## src/rtl/tcb_lib_multiplexer.sv

```systemverilog
// Arbitrated N-to-1 TCB multiplexer: several managers share one subordinate port.
// Grant is locked across back-pressure and responses are routed back after DLY cycles.
module tcb_lib_multiplexer #(
    parameter int unsigned IFN  = 2,
    parameter int unsigned DLY  = 1,
    parameter string       ARB  = "RR",
    parameter int unsigned REQW = 64,
    parameter int unsigned RSPW = 33,
    localparam int unsigned IFL = $clog2(IFN)
) (
    input  logic                      clk,
    input  logic                      rst,
    input  logic [IFN-1:0]            sub_vld,
    input  logic [IFN-1:0][REQW-1:0]  sub_req,
    output logic [IFN-1:0]            sub_rdy,
    output logic [IFN-1:0][RSPW-1:0]  sub_rsp,
    output logic                      man_vld,
    output logic [REQW-1:0]           man_req,
    input  logic                      man_rdy,
    input  logic [RSPW-1:0]           man_rsp,
    output logic [IFL-1:0]            gnt,
    output logic                      lck
);

    localparam bit USE_FIX = (ARB == "FIX");

    typedef enum logic {IDLE, LOCKED} state_t;

    state_t          state, state_nxt;
    logic [IFL-1:0]  ptr, ptr_nxt, lck_idx, arb_gnt;
    logic            found, trn;
    int unsigned     scan;

    // Circular scan from ptr (RR) or from 0 (FIX); the wrap is an explicit compare.
    always_comb begin
        arb_gnt = USE_FIX ? '0 : ptr;
        found   = 1'b0;
        scan    = 0;
        for (int unsigned k = 0; k < IFN; k++) begin
            scan = USE_FIX ? k : 32'(ptr) + k;
            if (scan >= IFN) scan = scan - IFN;
            if (!found && sub_vld[IFL'(scan)]) begin
                found   = 1'b1;
                arb_gnt = IFL'(scan);
            end
        end
    end

    always_comb begin
        gnt     = rst ? '0 : ((state == LOCKED) ? lck_idx : arb_gnt);
        lck     = (state == LOCKED) && !rst;
        man_vld = sub_vld[gnt];
        man_req = sub_req[gnt];
        trn     = man_vld && man_rdy;
        sub_rdy = '0;
        sub_rdy[gnt] = man_rdy;
        ptr_nxt = (32'(gnt) == IFN - 1) ? '0 : gnt + 1'b1;
        state_nxt = state;
        case (state)
            IDLE:    if (man_vld && !man_rdy) state_nxt = LOCKED;
            LOCKED:  if (trn) state_nxt = IDLE;
            default: state_nxt = IDLE;
        endcase
    end

    always_ff @(posedge clk) begin
        if (rst) begin
            state   <= IDLE;
            ptr     <= '0;
            lck_idx <= '0;
        end else begin
            state <= state_nxt;
            if (state == IDLE && state_nxt == LOCKED) lck_idx <= gnt;
            if (trn) ptr <= ptr_nxt;
        end
    end

    generate
        if (DLY == 0) begin : g_direct
            always_comb begin
                sub_rsp = '0;
                if (trn) sub_rsp[gnt] = man_rsp;
            end
        end else begin : g_pipe
            logic [DLY-1:0][IFL-1:0] idx_p;
            logic [DLY-1:0]          vld_p;

            // One entry per stage, so back-to-back transfers never collide.
            always_ff @(posedge clk) begin
                if (rst) begin
                    idx_p <= '0;
                    vld_p <= '0;
                end else begin
                    idx_p[0] <= gnt;
                    vld_p[0] <= trn;
                    for (int unsigned s = 1; s < DLY; s++) begin
                        idx_p[s] <= idx_p[s-1];
                        vld_p[s] <= vld_p[s-1];
                    end
                end
            end

            always_comb begin
                sub_rsp = '0;
                if (vld_p[DLY-1]) sub_rsp[idx_p[DLY-1]] = man_rsp;
            end
        end
    endgenerate

endmodule

```

## config.mk

```make
export PLATFORM = sky130hd
export DESIGN_NAME = tcb_lib_multiplexer
export DESIGN_NICKNAME = d
export VERILOG_FILES = /design/src/rtl/tcb_lib_multiplexer.sv
export SDC_FILE = /design/constraint.sdc
export NUM_CORES = 1
export LEC_CHECK = 0
export ABC_AREA = 1
export BUFFER_PORTS_ARGS = -buffer_cell sky130_fd_sc_hd__buf_2
export CAP_MARGIN = 20
export CORE_AREA = 2 2 117 119
export DETAILED_ROUTE_END_ITERATION = 10
export DIE_AREA = 0 0 119 121
export PLACE_DENSITY_LB_ADDON = 0.08
export SETUP_SLACK_MARGIN = 0.02
export SYNTH_ARGS = -nofsm -noshare
export SYNTH_HDL_FRONTEND = slang
export SYNTH_SLANG_ARGS = --single-unit
```

## constraint.sdc

```tcl
create_clock -name clk -period 1.7 [get_ports clk]
set_input_delay 0.085 -clock clk [delete_from_list [all_inputs] [get_ports clk]]
set_output_delay 0.085 -clock clk [all_outputs]
set_load 0.01 [all_outputs]
```

======== Word-level counts from Yosys, hierarchy flattened ========
Index checks and enable logic that the tools add are counted.
storage, ports and cells
  register bits ........................... 5
  bits of input ports ..................... 166
  word-level logic and storage cells ...... 54
cells by class
  add/sub/neg operators ................... 4
  order comparisons ....................... 8
  mux-type cells .......................... 24
  bitwise gates (word level) .............. 3
  reductions and logical operators ........ 10
operators by type and width
  operator             number
  $mux 64              2
  $and 66x66->66       1
  $mux 66              1
  $demux 33 s1         1
  $mux 33              1
  $mux 1               17
  $lt 1x2->1 const B   4
  $logic_and 1x1->1    7
  $logic_not 1->1      3
  $add 1x1->2 const B  1
  $and 2x2->2          1
  $ge 1x1->1 const B   2
  $ge 1x2->1 const B   1
  $ge 2x2->1 const B   1
  $pmux 1 s2           1
  $sub 1x1->1 const B  2
  $add 1x1->1 const B  1
  $demux 1 s1          1
  $not 1->1            1

======== Logic depth before layout (Yosys ltp) ========
  depth after elaboration ................. 16
  depth in mapped cells ................... 10
  mapped depth without buffers ............ 10

======== Worst setup path after synthesis ========
OpenSTA, ideal clock, no wires.
  path kind ............................... register to output
  start ................................... reg state
  end ..................................... out man_req[14]
  arrival ................................. 1.210 ns
  setup slack ............................. 0.405 ns
  stages on the path, launching flop included .. 10
  path buffers ............................ 2
  cells stage by stage .................... dfxtp_1 -> inv_2 -> nor2_2 -> nand2_1 -> nand2_4 -> inv_2 -> buf_6 -> buf_8 -> nand2_2 -> nand2_1
on the way
  word-level cells in the longest chain between the ends .. 4
RTL lines
  element                                     RTL line  RTL
  from (decl)                                 29        state_t state, state_nxt;
  from (signal assigned)                      72        state <= state_nxt;
  $mux 1 (2 in a row)                         50        gnt = rst ? '0 : ((state == LOCKED) ? lck_idx : arb_gnt);
  $mux 64 (implied by the code) (2 in a row)  53        man_req = sub_req[gnt];
  to (decl)                                   18        output logic [REQW-1:0] man_req,
Every way passes these cells. The select of a mux whose other input is x is not followed.

======== Final worst setup path ========
  start ................................... reg state
  end ..................................... out man_req[18]
The elaborated chain is that of the path after synthesis.

==> metrics.md <==
| Metric | Value |
|---|---|
| Die Y | 121 um |
| Max-Cap Viols | 0 |
| Placer Congestion | 0.776 |
| Top post-synthesis cells by area | nand2_1 (38%), nor2_1 (17%), nand2_2 (15%) |
| Final Hold Fails | 0 |
| Commonest non-fill, non-tap cells in the layout | buf_2 (299), nand2_1 (162), nor2_1 (72) |
| Crit path buf inv count | 4 |
| HP Class | in -> reg |
| Simple-Gate Fraction of Synth Area | 0.739 |
| Max stage delay cell, worst path | dfxtp_1 |
| Dpl cell area | 3260 um2 |
| Clk buf depth | 2 |
| Drt total wl | 9.89 mm |
| Share of cells above drive strength 1 | 0.562 |
| Power per cell area | 409 nW/um2 |
| Layout Skew | 0.00141 ns |
| Worst setup SP type | flip-flop |
| Crit path time final | 1.61 ns |
| CTS Buf Count | 3 |
| Yosys warning total | 0 |
| Final ANT Viol Nets | 0 |
| Crit path kind | reg -> out |
| CTS tree | yes |
| Net count of the mapped netlist | 522 |
| Syn avg cell area | 4.58 um2 |
| Worst skew pair latency | 0.22 ns |
| 1st-iter DRT viols | 100 |
| #FFs+latches synth | 5 |
| Synth Area in XOR/XNOR | 0 |
| Final Net Count | 817 |
| Area grow syn2layout | 113% |
| Compound-gate portion of the synthesized area | 0.00614 |
| Number of global-route vias before repair | 2895 |
| Leak pwr | 2.45 nW |
| Filler cells | 1537 |
| Maximum clock frequency | 621 MHz |
| Largest family of logic cells by synthesized area | simple AND/OR/NAND/NOR gates |
| Cells after synthesis | 356 |
| Number of remaining DRC errors | 0 |
| DR pass1 iterations | 5 |
| Final instance area | 3470 um2 |
| Commonest non-fill, non-tap cell in the layout | buf_2 |
| Initial Util | 0.125 |
| Distinct cells, synth | 17 |
| Status | complete, no violations |
| Cts-stage hold buffer count | 0 |
| HPWL after DPL | 7.90 mm |
| Seq/Total Area, Yosys | 0.0614 |
| Area used by multi-input combinational logic | 1240 um2 |
| Setup_tns | 0 ns |
| Final period utilization | 0.947 |
| Core ar. | 13100 um2 |
| Largest net degree at the start of global routing | 56 |
| RSZ-0062 raised after global routing | no |
| Max Slew Vio Count | 0 |
| Io pins | 301 |
| Slew margin rel. | 0.774 |
| Critical-path maximum fanout | 22 |
| Routed len/inst | 11.9 um |
| Adder-cell share of the synthesized area | 0 |
| Slew @ Worst Pin | 0.338 ns |
| Setup violators final | 0 |
| VDD IR max | 0.244 mV |
| Worst-path clk slew | 0.03 ns |
| Die width | 119 um |
| Reg2reg setup slack | 0.31 ns |
| Crit-path cells | inv_2 > nand2_2 > nor2_2 > nand2_4 > nand2_8 > inv_6 > buf_12 > nand2_2 > nand2_1 > buf_2 |
| Worst setup EP type | primary output |
| Top cell by count, worst path | nand2_2 |
| Die ar. | 14400 um2 |
| FP Rows | 42 |
| Synth top area share | 0.384 |
| Register area | 100 um2 |
| Total grt overflow | 0 |
| Critical Path AT | 1.53 ns |
| Root buf cell | clkbuf_16 |
| Top delay family on crit path | simple AND/OR/NAND/NOR gates |
| Post-synth top area cell | nand2_1 |
| Crit path required time | 1.62 ns |
| Port Buf Inserts | 300 |
| Slowest Stage Delay on Critical Path | 0.31 ns |
| Mux cell area share after synthesis | 0 |
| Initial antenna violation count | 2 |
| First-pass GRT wire length | 13.8 mm |
| Synthesized area | 1630 um2 |
| DR vias | 3118 |
| DR vias/cell | 3.77 |
| GRT Util Overall | 0.116 |
| H-tree depth | 1 |
| Clk sinks | 5 |
worst paths after layout:
| path | startpoint | to | depth (start not counted) |
|---|---|---|---|
| worst max register to register | state | state | 10 |
| worst min-delay path | rst | ptr | 2 |
| worst max-delay path | state | man_req[18] | 10 |
| worst min register to register | ptr | ptr | 2 |
power breakdown:
| part | switching, mW | internal, mW |
|---|---|---|
| clock network | 0.0710 | 0.310 |
| logic | 0.492 | 0.415 |
| registers | 0.00514 | 0.127 |
synth_stat cells (all sizes together):
| library cell | instances |
|---|---|
| nand3 | 2 |
| nand2 | 209 |
| a21oi | 1 |
| o21ai | 1 |
| dfxtp | 5 |
| nand4 | 2 |
| clkbuf | 6 |
| buf | 14 |
| inv | 42 |
| nor2 | 74 |
per-layer routing:
layer	wire (um)	up-vias	share of wire	GRT usage
li1	-	1605	-	-
met1	3350	1328	0.34	0.114
met2	5470	167	0.55	0.241
met3	810	18	0.082	0.0230
met4	261	0	0.026	0.0372
met5	0	-	0	0
through the flow:
stage               hold slack, ns  power (mW)  setup slack [ns]   util  cells
floorplan                    0.154       0.577             0.405      -    356
global placement             0.346        1.00             0.269  0.249    818
detailed placement           0.357       0.997             0.271  0.249    818
CTS                          0.124        1.39            0.0368  0.255    822
global route                 0.123        1.55            0.0228  0.265    827
finish                       0.120        1.42            0.0900  0.265    828
cells by family after synthesis:
group                  count (synthesis)
AO/OA/AOI/OAI                          2
flip-flops                             5
buffers and inverters                 62
AND/OR/NAND/NOR                      287
layout make-up:
type | instances | share of cell area
multi-input cells | 289 | 0.358
inverters | 42 | 0.0469
well taps | 176 | 0.0634
flip-flops and latches | 5 | 0.0288
diodes | 2 | 0.00144
clock buffers | 4 | 0.0227
repair buffers | 310 | 0.479
registers in the layout, summed over array words and instances, names as in the netlist:
| signal | flops |
|---|---|
| g_pipe.idx_p | 1 |
| g_pipe.vld_p | 1 |
| lck_idx | 1 |
| ptr | 1 |
| state | 1 |
worst reg2reg max path: stages (launching register included):
cell     delay [ns]
dfxtp_1        0.31
inv_2          0.09
nand2_2        0.05
nor2_2         0.14
nand2_4        0.09
nand2_8        0.12
nand2_1        0.07
nand2_1        0.14
nand2_1        0.13
o21ai_0        0.10
nor2_1         0.05
what timing repair did:
| action | in CTS | in global routing |
|---|---|---|
| setup endpoints to repair | 0 | 66 |
| resized for setup | 0 | 14 |
| buffers inserted | 0 | 1 |
(Power assumes the default switching activity.)
